==> src/rtl/alu_pkg.sv <==
// rtl/alu_pkg.sv - shared ALU types and sizing helpers for the serial subtractor
package alu_pkg;

  typedef enum logic [1:0] {IDLE, BUSY, DONE} sub_state_t;

  function automatic int nchunk(input int width, input int chunk);
    return width / chunk;
  endfunction

  // One spare bit so the counter can also represent NCHUNK itself
  function automatic int cnt_width(input int n);
    return $clog2(n) + 1;
  endfunction

  localparam int NCHUNK_DEFAULT = nchunk(32, 4);

endpackage

==> src/rtl/sub_chunk.sv <==
// rtl/sub_chunk.sv - combinational W-bit ripple full-adder slice
module sub_chunk #(
  parameter int W = 4
) (
  input  logic [W-1:0] x,
  input  logic [W-1:0] y,
  input  logic         cin,
  output logic [W-1:0] s,
  output logic         cout
);

  logic [W:0] c;

  always_comb begin
    s    = '0;
    c    = '0;
    c[0] = cin;
    for (int i = 0; i < W; i++) begin
      s[i]   = x[i] ^ y[i] ^ c[i];
      c[i+1] = (x[i] & y[i]) | (c[i] & (x[i] ^ y[i]));
    end
  end

  assign cout = c[W];

endmodule

==> src/rtl/sub_serial32.sv <==
// rtl/sub_serial32.sv - multi-cycle a - b, CHUNK bits per clock, LSB chunk first
// Reuses one sub_chunk slice; the carry lives in carry_q between chunks.
module sub_serial32
  import alu_pkg::*;
#(
  parameter int WIDTH = 32,
  parameter int CHUNK = 4
) (
  input  logic             clk,
  input  logic             rst_n,
  input  logic             in_valid,
  output logic             in_ready,
  input  logic [WIDTH-1:0] a,
  input  logic [WIDTH-1:0] b,
  output logic             out_valid,
  input  logic             out_ready,
  output logic [WIDTH-1:0] diff,
  output logic             borrow,
  output logic             ovf,
  output logic             zero
);

  localparam int NCHUNK = nchunk(WIDTH, CHUNK);
  localparam int CNT_W  = cnt_width(NCHUNK);

  if ((CHUNK < 1) || ((WIDTH % CHUNK) != 0)) begin : g_bad_chunk
    $error("sub_serial32: WIDTH must be a positive multiple of CHUNK");
  end

  sub_state_t       state_q;
  logic [WIDTH-1:0] a_q, nb_q, res_q, diff_q;
  logic [WIDTH-1:0] a_d, nb_d, res_d;
  logic [CNT_W-1:0] cnt_q;
  logic             carry_q, a_msb_q, b_msb_q;
  logic             in_ready_q, out_valid_q, borrow_q, ovf_q, zero_q;
  logic [CHUNK-1:0] sum_s;
  logic             sum_c;
  logic             last_chunk;

  sub_chunk #(.W(CHUNK)) u_chunk (
    .x   (a_q[CHUNK-1:0]),
    .y   (nb_q[CHUNK-1:0]),
    .cin (carry_q),
    .s   (sum_s),
    .cout(sum_c)
  );

  // Operands drain toward bit 0; each sum slice enters the result at the top
  assign a_d        = a_q >> CHUNK;
  assign nb_d       = nb_q >> CHUNK;
  assign res_d      = (res_q >> CHUNK) | (WIDTH'(sum_s) << (WIDTH - CHUNK));
  assign last_chunk = (cnt_q == CNT_W'(NCHUNK - 1));

  always_ff @(posedge clk or negedge rst_n) begin
    if (!rst_n) begin
      state_q     <= IDLE;
      in_ready_q  <= 1'b1;
      out_valid_q <= 1'b0;
      a_q         <= '0;
      nb_q        <= '0;
      res_q       <= '0;
      diff_q      <= '0;
      cnt_q       <= '0;
      carry_q     <= 1'b0;
      a_msb_q     <= 1'b0;
      b_msb_q     <= 1'b0;
      borrow_q    <= 1'b0;
      ovf_q       <= 1'b0;
      zero_q      <= 1'b0;
    end else begin
      case (state_q)
        IDLE: begin
          if (in_valid) begin
            a_q        <= a;
            nb_q       <= ~b;
            carry_q    <= 1'b1;
            cnt_q      <= '0;
            a_msb_q    <= a[WIDTH-1];
            b_msb_q    <= b[WIDTH-1];
            in_ready_q <= 1'b0;
            state_q    <= BUSY;
          end
        end
        BUSY: begin
          a_q     <= a_d;
          nb_q    <= nb_d;
          res_q   <= res_d;
          carry_q <= sum_c;
          cnt_q   <= cnt_q + CNT_W'(1);
          if (last_chunk) begin
            diff_q      <= res_d;
            borrow_q    <= ~sum_c;
            ovf_q       <= (a_msb_q != b_msb_q) && (res_d[WIDTH-1] != a_msb_q);
            zero_q      <= ~|res_d;
            out_valid_q <= 1'b1;
            state_q     <= DONE;
          end
        end
        DONE: begin
          if (out_ready) begin
            out_valid_q <= 1'b0;
            in_ready_q  <= 1'b1;
            state_q     <= IDLE;
          end
        end
        default: begin
          state_q     <= IDLE;
          in_ready_q  <= 1'b1;
          out_valid_q <= 1'b0;
        end
      endcase
    end
  end

  assign in_ready  = in_ready_q;
  assign out_valid = out_valid_q;
  assign diff      = diff_q;
  assign borrow    = borrow_q;
  assign ovf       = ovf_q;
  assign zero      = zero_q;

endmodule
==> config.mk <==
export PLATFORM = sky130hd
export DESIGN_NAME = sub_serial32
export DESIGN_NICKNAME = d
export VERILOG_FILES = /design/src/rtl/alu_pkg.sv /design/src/rtl/sub_chunk.sv /design/src/rtl/sub_serial32.sv
export SDC_FILE = /design/constraint.sdc
export NUM_CORES = 1
export LEC_CHECK = 0
export CORE_MARGIN = 2
export CORE_UTILIZATION = 50
export CTS_CLUSTER_SIZE = 40
export DETAILED_ROUTE_END_ITERATION = 6
export DONT_BUFFER_PORTS = 1
export GPL_TIMING_DRIVEN = 0
export PLACE_DENSITY = 0.71
export SETUP_SLACK_MARGIN = 0.5
export SYNTH_ARGS = -nofsm -noshare
export SYNTH_HDL_FRONTEND = slang
export SYNTH_HIERARCHICAL = 1
export SYNTH_SLANG_ARGS = --single-unit
==> constraint.sdc <==
create_clock -name clk -period 3 [get_ports clk]
set_clock_uncertainty 0.1 [all_clocks]
set_input_delay 0.3 -clock clk [delete_from_list [all_inputs] [get_ports clk]]
set_output_delay 0.3 -clock clk [all_outputs]
set_load 0.05 [all_outputs]
; ---- Word level (Yosys, flattened, before mapping)
; Index checks and enable logic that the tools add are counted.
[op_classes]
add_sub_neg = 1
eq_ne = 8
muxes = 18
bitwise_logic = 25
n_reduce_logical = 11
[op_table]
columns = cell, n
row1 = 32-bit case mux with 2 select lines, 2
row2 = 32-bit 2-to-1 mux, 2
row3 = 32-bit NOT, 1
row4 = 28-bit by 32-bit bitwise OR with 32-bit output, 1
row5 = 32-bit OR reduction, 1
row6 = 3-bit AND reduction, 3
row7 = 1-bit bitwise AND, 8
row8 = 4-bit case mux with 2 select lines, 1
row9 = 1-bit XOR, 8
row10 = 2-bit 2-to-1 mux, 3
row11 = "2-bit inequality test, second input constant", 3
row12 = 1-bit case mux with 3 select lines, 2
row13 = 2-bit case mux with 3 select lines, 1
row14 = 2-bit AND reduction, 3
row15 = 1-bit 2-to-1 mux, 5
row16 = "4-bit by 1-bit adder with 4-bit output, second input constant", 1
row17 = "4-bit by 3-bit == test with 1-bit output, second input constant", 1
row18 = 4-bit 2-to-1 mux, 1
row19 = 1-bit bitwise OR, 4
row20 = 1-bit NOT, 3
row21 = "2-bit by 1-bit == test with 1-bit output, second input constant", 1
row22 = "2-bit == test, second input constant", 1
row23 = 2-bit zero test, 1
row24 = 1-bit inequality test, 2
row25 = other kinds (4), 4
[totals]
regBits = 142
in_bits = 68
out_inout_bits = 37
elab_cells = 77

; ---- Depth between registers and ports, before layout
[depth]
depth_word = 11
ltp_mapped = 11
depth_no_buf = 11

; ---- By module
; Netlist, hierarchy kept.
[by_module_without_submodules]
columns = mod, n_inst, cells_per_inst, area_per_inst_um2, seq_area_each_um2
row1 = sub_serial32, 1, 593, 5869.4, 3454.6
row2 = sub_chunk, 1, 14, 117.6, 0.0

; ---- Worst setup path before layout
; Ideal clock, no wire load.
[synth_timing]
kind = register to register
startpoint = reg nb_q[0]
endpoint = reg zero_q, in the netlist zero
setup_time_ns = 0.110
arrival_ns = 2.262
required_ns = 2.790
slack_ns = 0.528
stages_incl_launch_ff = 12
path_buffers = 0
period_less_slack_ns = 2.472
cell_sequence = dfrtp_1 fa_1 inv_1 fa_1 inv_1 fa_1 inv_1 fa_1 inv_1 nor4_1 nand4_1 o41ai_1
[synth_between]
elab_chain_cells = 11
word_cells_on_any_way = 15
[synth_rtl]
columns = element, line_no
row1 = "start, declared", sub_serial32.sv:31  ; logic [WIDTH-1:0] a_q, nb_q, res_q, diff_q;
row2 = "start signal, assigned", sub_serial32.sv:75  ; nb_q <= ~b;
row3 = "start signal, assigned", sub_serial32.sv:86  ; nb_q <= nb_d;
row4 = 1-bit XOR, sub_chunk.sv:20  ; c[i+1] = (x[i] & y[i]) | (c[i] & (x[i] ^ y[i]));
row5 = 1-bit bitwise AND, sub_chunk.sv:20
row6 = 1-bit bitwise OR (*), sub_chunk.sv:20
row7 = 1-bit bitwise AND (*), sub_chunk.sv:20
row8 = 1-bit bitwise OR (*), sub_chunk.sv:20
row9 = 1-bit bitwise AND (*), sub_chunk.sv:20
row10 = 1-bit bitwise OR (*), sub_chunk.sv:20
row11 = 1-bit XOR (*), sub_chunk.sv:19  ; s[i] = x[i] ^ y[i] ^ c[i];
row12 = 28-bit by 32-bit bitwise OR with 32-bit output (*), sub_serial32.sv:51  ; assign res_d = (res_q >> CHUNK) | (WIDTH'(sum_s) << (WIDTH - CHUNK));
row13 = named net res_d[31], sub_serial32.sv:32  ; logic [WIDTH-1:0] a_d, nb_d, res_d;
row14 = 32-bit OR reduction (*), sub_serial32.sv:94  ; zero_q <= ~|res_d;
row15 = 1-bit zero test (*), sub_serial32.sv:94
row16 = "end signal, assigned", sub_serial32.sv:94
row17 = "end, declared", sub_serial32.sv:35  ; logic in_ready_q, out_valid_q, borrow_q, ovf_q, zero_q;
; Mark *: on every way through the listed nets, which the timed path passes. The rest lies on a longest branch.
; A chain may end at the register's enable or synchronous reset.

; ---- Worst setup path after layout
[layout_timing]
startpoint = reg carry_q
endpoint = reg ovf_q, in the netlist ovf
[layout_between]
elab_chain_cells = 10
[layout_rtl]
columns = element, line_no
row1 = "start, declared", sub_serial32.sv:34  ; logic carry_q, a_msb_q, b_msb_q;
row2 = "start signal, assigned", sub_serial32.sv:88  ; carry_q <= sum_c;
row3 = 1-bit bitwise AND, sub_chunk.sv:20
row4 = 1-bit bitwise OR, sub_chunk.sv:20
row5 = 1-bit bitwise AND, sub_chunk.sv:20
row6 = 1-bit bitwise OR, sub_chunk.sv:20
row7 = 1-bit bitwise AND, sub_chunk.sv:20
row8 = 1-bit bitwise OR, sub_chunk.sv:20
row9 = 1-bit XOR, sub_chunk.sv:19
row10 = 28-bit by 32-bit bitwise OR with 32-bit output, sub_serial32.sv:51
row11 = named net res_d[31], sub_serial32.sv:32
row12 = 1-bit inequality test, sub_serial32.sv:93  ; ovf_q <= (a_msb_q != b_msb_q) && (res_d[WIDTH-1] != a_msb_q);
row13 = 1-bit logical AND, sub_serial32.sv:93
row14 = "end signal, assigned", sub_serial32.sv:93
row15 = "end, declared", sub_serial32.sv:35
; The timed path passes the listed nets, and every way through them passes these cells.

==> results_dict.tcl <==
set metrics [dict create \
    syn-instance-count 607 \
    clock_sinks 138 \
    finish.instance_area_um2 7503 \
    synth_fa_ha_area_share_pct 1.546 \
    fin_crit_ns 2.545 \
    dpl-instance-area_um2 6166 \
    cts_tree "done" \
    floorplan.core_area_um2 11560 \
    synth_sequential_area_ratio_pct 57.70 \
    initial_utilization_pct 51.77 \
    multiInputGateArea_um2 2276 \
    hpwl_mm 9.221 \
    detail_route.wirelength_mm 14.01 \
    power.sequential.fraction_pct 45.3 \
    cts_inserted_buffers 17 \
    synth_nets 680 \
    worstPathArrival_ns 2.77 \
    grt_usage_pct 22.85 \
    max-slew-margin-rel_pct 65.23 \
    min_delay_worst_type "primary input to async pin" \
    synth_cell_types 39 \
    clkSlewWorstSetupHoldPaths_ns 0.05 \
    synth_xor_area_share_pct 0 \
    path_class "flip-flop to flip-flop" \
    crit_path_end_kind "flip-flop" \
    final-seq-area_um2 3455 \
    worst_pin_slew_ns 0.5216 \
    ctsLongestPathBuffers 2 \
    fillers 906 \
    gpl.final_weighted_congestion 0.8313 \
    comb_power_share_pct 29.5 \
    p_sw_share_pct 41.32 \
    pwr-share-clk_pct 25.1 \
    synthMuxAreaShare_pct 6.019 \
    finalNetCount 763 \
    port_buffers 0 \
    post_route_cells_drive_above_1_share_pct 15.79 \
    report.final.hold_viol_count 138 \
    grt_first_pass_wirelength_mm 23.05 \
    drt.antenna.violating_nets 0 \
    finalSetupViolations 0 \
    design.die.area_um2 12870 \
    h_tree_level_count 4 \
    cellLeakagePower_nw 3.441 \
    number_of_antenna_violations_at_the_first_check_in_global_routing 0 \
    maxCapViolCount 0 \
    rsz0062_at_grt "yes" \
    ir_drop_worst_vdd_v 0.0005009 \
    drt_iter0_drc 275 \
    grt_start_max_net_pins 139 \
    hold_slack_ns -0.5118 \
    synth_area_per_cell_um2 9.863 \
    placement_rows 39 \
    ys.warnings.count 6 \
    vias 4619 \
    worstPathMaxFanout 4 \
    drt_drc_violations_left 0 \
    final_max_slew_viol_count 0 \
    yosys.area_share.simple_pct 21.86 \
    syn_area_um2 5987 \
    most-common-layout-cells "nand2_1 (187), dfrtp_1 (137), dlygate4sd3_1 (63)" \
    area_fraction_in_compound_gates_after_synthesis_pct 8.192 \
    first_global_vias 4730 \
    clk_latency_ns 0.41 \
    synth_seq_cells 138 \
    power_per_cell_area_nw_per_um2 1255 \
    power.net_switching_mw 3.891 \
    diodes 0 \
    violations_in_the_final_reports "hold timing" \
    cell_internal_pwr_mw 5.525 \
    globalRoute.totalOverflow 0 \
    largest_family_of_logic_cells_by_synthesized_area "simple AND/OR/NAND/NOR gates" \
    drtPass1Iterations 5 \
    cts-root-buf "clkbuf_16" \
    setup_tns_ns 0 \
    worst_ep_required_time_ns 3.23 \
    fmax_mhz 393.0 \
    fp.dieW_um 113.4 \
    wl_per_cell_um 16.56 \
    detail_route.vias_per_cell 5.460 \
    die_y_um 113.4 \
    timing.final.crit_share_pct 84.82 \
    flow.area_growth_from_synthesis_pct 25.33 \
    mostFrequentLayoutCell "nand2_1" \
    setup.worst_path.start_class "flip-flop" \
    outcome "finished, violations left" \
    ioPinCount 105 \
]
-- power by group through the flow --
stage          clock network (mW)  registers, mW  logic, mW
2_1_floorplan                   0           4.06       2.05
4_1_cts                      2.40           4.27       2.77
5_1_grt                      2.49           4.39       3.14
3_5_place_dp                    0           4.28       2.61
3_3_place_gp                    0           4.25       2.50
6_report                     2.37           4.27       2.78
-- through the flow --
step	worst slack, ns	cells	total power [mW]	hold WS (ns)	utilization, %
2_1_floorplan	0.5280	607	6.108	-0.09559	-
3_3_place_gp	0.2583	750	6.751	-0.08917	53.32
3_5_place_dp	0.1666	750	6.888	-0.09037	53.32
4_1_cts	0.4297	845	9.439	-0.5322	64.80
5_1_grt	0.3351	846	10.02	-0.5396	64.88
6_report	0.4553	846	9.416	-0.5118	64.88
-- worst max-delay path, stage by stage, from the launching register on --
cell and delay (ns):
dfrtp_1 0.41, fa_2 0.39, inv_2 0.06, fa_2 0.18, inv_2 0.04, fa_2 0.33, inv_2 0.06, fa_1 0.42
inv_2 0.11, buf_4 0.13, nand3b_1 0.07, a31oi_1 0.17
-- sequential cells by signal, summed over array words and instances (netlist names), 2 cells and up --
signal / flops
diff: 32
res_q: 28
a_q: 32
state_q: 2
nb_q: 32
cnt_q: 4
-- path summary, 6_finish.rpt --
| kind | from | endpoint | slack [ns] | cells past startpoint |
|---|---|---|---|---|
| max | carry_q | ovf | 0.46 | 11 |
| min | rst_n | diff[23] | -0.51 | 0 |
| max reg2reg | carry_q | ovf | 0.46 | 11 |
| min reg2reg | a_msb_q | a_msb_q | 0.39 | 2 |
| max in group asynchronous | rst_n | in_ready | 3.11 | 0 |
| min in group clk | b[27] | nb_q[27] | 0.01 | 2 |
-- per-layer routing --
metal	wire (µm)	GRT usage (%)	vias up
li1	-	-	2184
met1	5959	28.24	2254
met2	7075	38.56	160
met3	796	7.545	21
met4	179	6.748	0
met5	0	0	-
-- Yosys cell counts --
master	n	share of area, %
ha_1	1	0.21
or3b_1	1	0.15
o31ai_1	1	0.13
inv_1	12	0.75
nand2_1	187	12
nor2_8	1	0.33
a31oi_1	57	6.0
or2b_1	3	0.38
o21ai_1	4	0.33
buf_2	26	2.2
nor2_1	58	3.6
a21o_1	1	0.13
fa_1	4	1.3
o41ai_1	1	0.15
nand4_1	2	0.21
buf_1	2	0.13
nand2b_2	1	0.15
nand2b_1	25	2.6
o22ai_1	1	0.10
buf_4	1	0.13
dfrtp_1	137	57
nand3b_1	2	0.25
or3b_2	1	0.15
nor3b_4	1	0.31
clkbuf_1	3	0.19
buf_6	7	1.3
mux2_2	31	5.8
nor3b_1	1	0.13
dfstp_2	1	0.44
o21ai_0	7	0.59
nand3_1	9	0.75
a21oi_1	3	0.25
a22o_1	1	0.15
nor4_1	8	0.84
mux2_1	1	0.19
nor2b_1	1	0.10
o21bai_1	1	0.13
o22a_1	2	0.29
and3b_1	1	0.15
-- cell families (layout without fill, tap and decap cells) --
logic type	count (synthesis)	in the layout
buffers and inverters	51	147
DFF	138	138
adders and majority gates	5	5
and+or+nand+nor	302	302
AOI/OAI and AO/OA	79	79
muxes	32	32
-- layout make-up --
class | instances | share of cell area, %
multi-input cells | 418 | 30.33
clock buffers | 20 | 6.086
well taps | 143 | 2.385
repair buffers | 64 | 8.504
plain buffers | 39 | 3.135
inverters | 12 | 0.6003
clock inverters | 12 | 2.918
flip-flops and latches | 138 | 46.04
-- repair_timing --
item | CTS | global route
resized for setup | 10 | 0
endpoints found under the setup margin | 2 | 2
hold endpoints to repair | 202 | 139
buffers inserted | 1 | 0
pin swaps | 2 | 2
hold buffers | 62 | 1
No activity file was read; power rests on OpenSTA's default activity.
